**src/rtl/axis_fork_route_ctrl.sv**
```systemverilog
// ---------------------------------------------------------------------------
// axis_fork_route_ctrl
//  Per-packet route controller for an M_COUNT-port AXI-Stream fork arbiter.
//  It sits on the upstream handshake and drives the arbiter's oen, fork_enable
//  and single_mask. That configuration is held constant for a whole
//  tlast-delimited packet. In fork mode each packet goes to every enabled
//  port. In single mode each packet goes to one enabled port, chosen
//  round-robin. Only handshakes pass through this block; data bypasses it.
//
//  Ports
//   clk, rst_n    rising-edge clock, synchronous active-low reset
//   cfg_oen       requested output-enable mask (sampled at packet start)
//   cfg_fork      1 = broadcast, 0 = round-robin single (sampled at start)
//   up_tvalid     upstream tvalid
//   up_tlast      upstream tlast
//   up_tready     upstream tready, gated by the XFER state (combinational)
//   arb_tvalid    tvalid to the arbiter, gated by XFER (combinational)
//   arb_tready    tready from the arbiter
//   oen           latched enable mask
//   fork_enable   latched mode
//   single_mask   one-hot target in single mode, 0 in fork mode
//   busy          high in SETUP or XFER
//   pkt_count     completed packets, wraps
//   err_no_dest   sticky, set when a packet waits while cfg_oen is zero
// ---------------------------------------------------------------------------
module axis_fork_route_ctrl #(
   parameter int unsigned M_COUNT   = 3,
   parameter int unsigned CNT_WIDTH = 16
) (
   input  logic                 clk,
   input  logic                 rst_n,
   input  logic [M_COUNT-1:0]   cfg_oen,
   input  logic                 cfg_fork,
   input  logic                 up_tvalid,
   input  logic                 up_tlast,
   output logic                 up_tready,
   output logic                 arb_tvalid,
   input  logic                 arb_tready,
   output logic [M_COUNT-1:0]   oen,
   output logic                 fork_enable,
   output logic [M_COUNT-1:0]   single_mask,
   output logic                 busy,
   output logic [CNT_WIDTH-1:0] pkt_count,
   output logic                 err_no_dest
);

   localparam int unsigned IDX_W = (M_COUNT > 1) ? $clog2(M_COUNT) : 1;

   localparam logic [1:0] ST_IDLE  = 2'd0;
   localparam logic [1:0] ST_SETUP = 2'd1;
   localparam logic [1:0] ST_XFER  = 2'd2;

   logic [1:0]           state_q,       state_d;
   logic [M_COUNT-1:0]   oen_q,         oen_d;
   logic                 fork_q,        fork_d;
   logic [M_COUNT-1:0]   single_mask_q, single_mask_d;
   logic                 busy_q,        busy_d;
   logic [CNT_WIDTH-1:0] pkt_count_q,   pkt_count_d;
   logic                 err_q,         err_d;
   logic [IDX_W-1:0]     rr_last_q,     rr_last_d;

   logic                 rr_found;
   logic [IDX_W-1:0]     rr_idx;
   logic                 in_xfer;
   logic                 last_hs;

   // Next round-robin target: first enabled port after rr_last, wrapping.
   always_comb begin
      rr_found = 1'b0;
      rr_idx   = '0;
      for (int unsigned i = 1; i <= M_COUNT; i++) begin
         if (!rr_found && cfg_oen[IDX_W'((32'(rr_last_q) + i) % M_COUNT)]) begin
            rr_found = 1'b1;
            rr_idx   = IDX_W'((32'(rr_last_q) + i) % M_COUNT);
         end
      end
   end

   // Handshake gating: beats only move in XFER, once configuration is stable.
   assign in_xfer    = (state_q == ST_XFER);
   assign up_tready  = arb_tready & in_xfer;
   assign arb_tvalid = up_tvalid & in_xfer;
   assign last_hs    = in_xfer & up_tvalid & arb_tready & up_tlast;

   // Next-state and registered-output logic.
   always_comb begin
      state_d       = state_q;
      oen_d         = oen_q;
      fork_d        = fork_q;
      single_mask_d = single_mask_q;
      pkt_count_d   = pkt_count_q;
      err_d         = err_q;
      rr_last_d     = rr_last_q;

      case (state_q)
         ST_IDLE: begin
            if (up_tvalid) begin
               if (cfg_oen == '0) begin
                  err_d = 1'b1;
               end else begin
                  oen_d  = cfg_oen;
                  fork_d = cfg_fork;
                  if (cfg_fork) begin
                     single_mask_d = '0;
                  end else begin
                     single_mask_d = M_COUNT'(1) << rr_idx;
                     rr_last_d     = rr_idx;
                  end
                  state_d = ST_SETUP;
               end
            end
         end
         ST_SETUP: state_d = ST_XFER;
         ST_XFER: begin
            if (last_hs) begin
               pkt_count_d = pkt_count_q + CNT_WIDTH'(1);
               state_d     = ST_IDLE;
            end
         end
         default: state_d = ST_IDLE;
      endcase

      busy_d = (state_d != ST_IDLE);
   end

   // State registers; reset abandons any packet in flight.
   always_ff @(posedge clk) begin
      if (!rst_n) begin
         state_q       <= ST_IDLE;
         oen_q         <= '0;
         fork_q        <= 1'b0;
         single_mask_q <= '0;
         busy_q        <= 1'b0;
         pkt_count_q   <= '0;
         err_q         <= 1'b0;
         rr_last_q     <= IDX_W'(M_COUNT - 1);
      end else begin
         state_q       <= state_d;
         oen_q         <= oen_d;
         fork_q        <= fork_d;
         single_mask_q <= single_mask_d;
         busy_q        <= busy_d;
         pkt_count_q   <= pkt_count_d;
         err_q         <= err_d;
         rr_last_q     <= rr_last_d;
      end
   end

   assign oen         = oen_q;
   assign fork_enable = fork_q;
   assign single_mask = single_mask_q;
   assign busy        = busy_q;
   assign pkt_count   = pkt_count_q;
   assign err_no_dest = err_q;

endmodule
```
**config.mk**
```make
export PLATFORM = sky130hd
export DESIGN_NAME = axis_fork_route_ctrl
export DESIGN_NICKNAME = d
export VERILOG_FILES = /design/src/rtl/axis_fork_route_ctrl.sv
export SDC_FILE = /design/constraint.sdc
export NUM_CORES = 1
export LEC_CHECK = 0
export CORE_MARGIN = 3
export CORE_UTILIZATION = 52
export DETAILED_ROUTE_END_ITERATION = 10
export PLACE_DENSITY = 0.84
export SYNTH_ARGS = -nofsm -noshare
export SYNTH_HDL_FRONTEND = slang
export SYNTH_SLANG_ARGS = --single-unit
```
**constraint.sdc**
```tcl
create_clock -name clk -period 2.55 [get_ports clk]
set_input_delay 0.3825 -clock clk [delete_from_list [all_inputs] [get_ports clk]]
set_output_delay 0.3825 -clock clk [all_outputs]
set_load 0.01 [all_outputs]
```
==> reports/qor.csv <==
stage,metric,value,unit
run_status,status,"finished, final reports clean",
finish,fin_area,1892,sq um
yosys,syn_inst,162,
finish,fillers,208,
worst_setup_path,slowest_stage,clkdlybuf4s50_1,
floorplan,ioPinCount,36,
worst_setup_path,setup.worst_path.class,in -> out,
worst_hold_path,min_from,single_mask[2],
global_routing,antenna_found_initial,0,
detailed_routing,num_vias,1353,
global_routing,overflow,0,
timing,maxSlewViolCount,0,
yosys,yosysWarnings,0,
yosys,synth_area_leaders,"dfxtp_1, xor2_1, nor2_1",
detailed_routing,drc,0,
floorplan,coreArea,2567,sq um
yosys,post-synth-top-area-cell,dfxtp_1,
yosys,yosysSeqAreaShare,0.3962,
clock_tree,cts_buffer_depth,2,
worst_setup_path,cp_max_fo,3,
worst_hold_path,min_delay_path_depth,2,
worst_setup_path,r2r_end,single_mask[0],
place,detailed_place_hpwl,2582,microns
worst_setup_path,startpoint,up_tvalid,
worst_setup_path,cpLargestDelayFamily,buffers and inverters,
yosys,mappedNetlistNets,175,
floorplan,initial_core_util,0.5707,
finish,insertedDiodeCount,0,
worst_setup_path,end_kind,output port,
worst_setup_path,required,2.17,ns
yosys,synth-edff-count,0,
pwr,power_density,491.6,nW/um^2
place,port_buffers,35,
yosys,yosysMostFrequentCell,dfxtp_1,
finish,area_growth,29.12,%
worst_setup_path,reg2regPathDepth,6,
detailed_routing,drt-total-wl,3429,microns
timing,fin_crit_sh,0.7731,
yosys,synth_top_area_share,0.3962,
detailed_routing,initialDrtViolationCount,79,
worst_setup_path,r2r_start,rr_last_q[0],
detailed_routing,wl_per_cell,14.97,microns
yosys,synth_common_cells,"dfxtp_1, nor2_1, a21oi_1, inv_1, nand2_1",
floorplan,rows,18,
place,place_congestion,0.8565,
clock_tree,cts_setup_buffers,0,
yosys,yosys_most_used_dff,dfxtp_1,
clock_tree,cts_buffers,5,
detailed_routing,postRouteAntennaNets,0,
global_routing,globalRouteTotalUtil,0.2207,
timing,setup_violations,0,
detailed_routing,met2_length,1638,microns
detailed_routing,route.met3.wl,189,microns
finish,seq_area,580.6,sq um
global_routing,grt_pass1_wl,5851,microns
clock_tree,ctsHoldBuffers,0,
clock_tree,cts_tree,done,
yosys,netlist_area,1465,sq um
timing,finalHoldViolCount,0,
place,placed_cell_area,1822,sq um
worst_hold_path,holdCritPathClass,reg -> reg,
pwr,ir_drop,493.6,uV
worst_setup_path,max_stage_delay,0.54,ns
detailed_routing,viasPerCell,5.908,
finish,drive_above_1_share,0.09045,
finish,nNetsFinal,211,
yosys,synthArstFlopShare,0,
timing,max_freq,507.2,MHz
floorplan,die_w,59.08,microns
clock_tree,cts_resized,0,
worst_hold_path,hold_end,single_mask[2],
job,drv_cap,0,
detailed_routing,top_layer,met4,
global_routing,grt_max_degree,15,
worst_setup_path,crit_top_cell,clkdlybuf4s50_1,
yosys,yosys.cell_types.count,53,
clock_tree,cts_root_buf,clkbuf_4,
clock_tree,clock-sinks,29,
clock_tree,clk_pin_slew_worst_paths,0.09,ns
finish,multiInputGateArea,815.8,sq um
global_routing,grt_pass1_vias,1309,
timing,relSlewSlack,0.6662,
clock_tree,htreeDepth,2,
worst_setup_path,path_buf_inv,2,
worst_setup_path,cp-start-kind,input port,
timing,setup_tns,0,ns
timing,layout_min_cycle_time,1.972,ns
yosys,syn_area_per_cell,9.044,sq um
floorplan,die_h,59.08,microns
detailed_routing,firstDrtPassIters,4,
timing,tightest_slew,0.4973,ns
detailed_routing,met1Wirelength,1544,microns
timing,grt_setup_unrepaired,no,
worst_setup_path,rrSetupSlack,0.65,ns
floorplan,fp.dieArea,3490,sq um
clock_tree,clock_latency,0.33,ns
worst_setup_path,critical_path.cell_chain,clkdlybuf4s50_1 > and3b_1 > clkdlybuf4s50_1,
yosys,yosys_register_bits,29,
worst_setup_path,worstPathArrival,1.59,ns
pwr,leakagePower,0.7194,nW
timing,finClkSkew,0.008748,ns
[per-layer routing]
layer	GRT usage	vias to the layer above
met5	0	-
met4	0.1294	0
met3	0.05664	8
met2	0.3375	40
met1	0.2790	634
li1	-	671
[registers in the layout, indices dropped and copies added (netlist names)]
| register | cells |
|---|---|
| rr_last_q | 2 |
| oen | 3 |
| single_mask | 3 |
| busy | 1 |
| pkt_count | 16 |
| err_no_dest | 1 |
| state_q | 2 |
| fork_enable | 1 |
[area by class of cell]
| type | instances | share of cell area |
|---|---|---|
| Timing Repair Buffer | 36 | 0.1892 |
| Sequential cell | 29 | 0.3069 |
| Tap cell | 30 | 0.01984 |
| Clock inverter | 1 | 0.002646 |
| Inverter | 8 | 0.01587 |
| Clock buffer | 7 | 0.03439 |
| Multi-Input combinational cell | 118 | 0.4312 |
[worst register-to-register path, delay by kind of cell, from the launching register on]
kind | cells | cell delay [ns]
compound gates | 3 | 0.88
simple gates | 1 | 0.20
buf+inv | 1 | 0.06
flops | 1 | 0.38
fa+ha+maj | 1 | 0.27
[cell usage in the layout (no fill, tap or decap), types with 3 or more instances in the layout]
master            n
a21oi_1          11
a22oi_1           3
and3_1            3
clkbuf_4          5
clkdlybuf4s50_1  35
dfxtp_1          29
ha_1              4
inv_1             8
nand2_1           8
nand3_1           6
nand4_1           5
nor2_1           16
o21ai_0           4
o31ai_1           5
or3_1             4
or4_1             5
xor2_1            7
[worst max path at each step]
stage                                end  slack (ns)  cells past startpoint
final                         arb_tvalid        0.58                      3
after global routing      single_mask[1]        0.51                      6
after CTS                     arb_tvalid        0.56                      3
after floorplan           single_mask[1]        0.82                      6
after detailed placement   pkt_count[13]        0.30                      5
after global placement     pkt_count[15]        0.36                      5
[where the power goes]
| group | total [mW] | switching, mW | internal (mW) |
|---|---|---|---|
| Clock | 0.320 | 0.160 | 0.160 |
| Sequential | 0.477 | 0.0106 | 0.466 |
| Combinational | 0.133 | 0.0703 | 0.0628 |
[through the flow]
| stage | instances | power (mW) | worst slack [ns] | hold slack (ns) | utilization |
|---|---|---|---|---|---|
| 2_1_floorplan | 162 | 0.5676 | 0.8239 | 0.4851 | - |
| 3_3_place_gp | 221 | 0.6152 | 0.3555 | 0.4644 | 0.7096 |
| 3_5_place_dp | 221 | 0.6197 | 0.3017 | 0.4749 | 0.7096 |
| 4_1_cts | 229 | 0.9390 | 0.5629 | 0.4863 | 0.7368 |
| 5_1_grt | 229 | 0.9763 | 0.5140 | 0.5097 | 0.7368 |
| 6_report | 229 | 0.9299 | 0.5785 | 0.4857 | 0.7368 |
[kinds of logic after synthesis]
kind of cell               Yosys count  share of synthesized area
AOI/OAI and AO/OA                   40                     0.1998
buffers and inverters               15                    0.04696
muxes                                1                   0.006832
xor gates and xnor gates             7                    0.04185
and+or+nand+nor                     66                     0.2741
adders and majority gates            4                    0.03416
DFF                                 29                     0.3962
(Power assumes the default switching activity.)
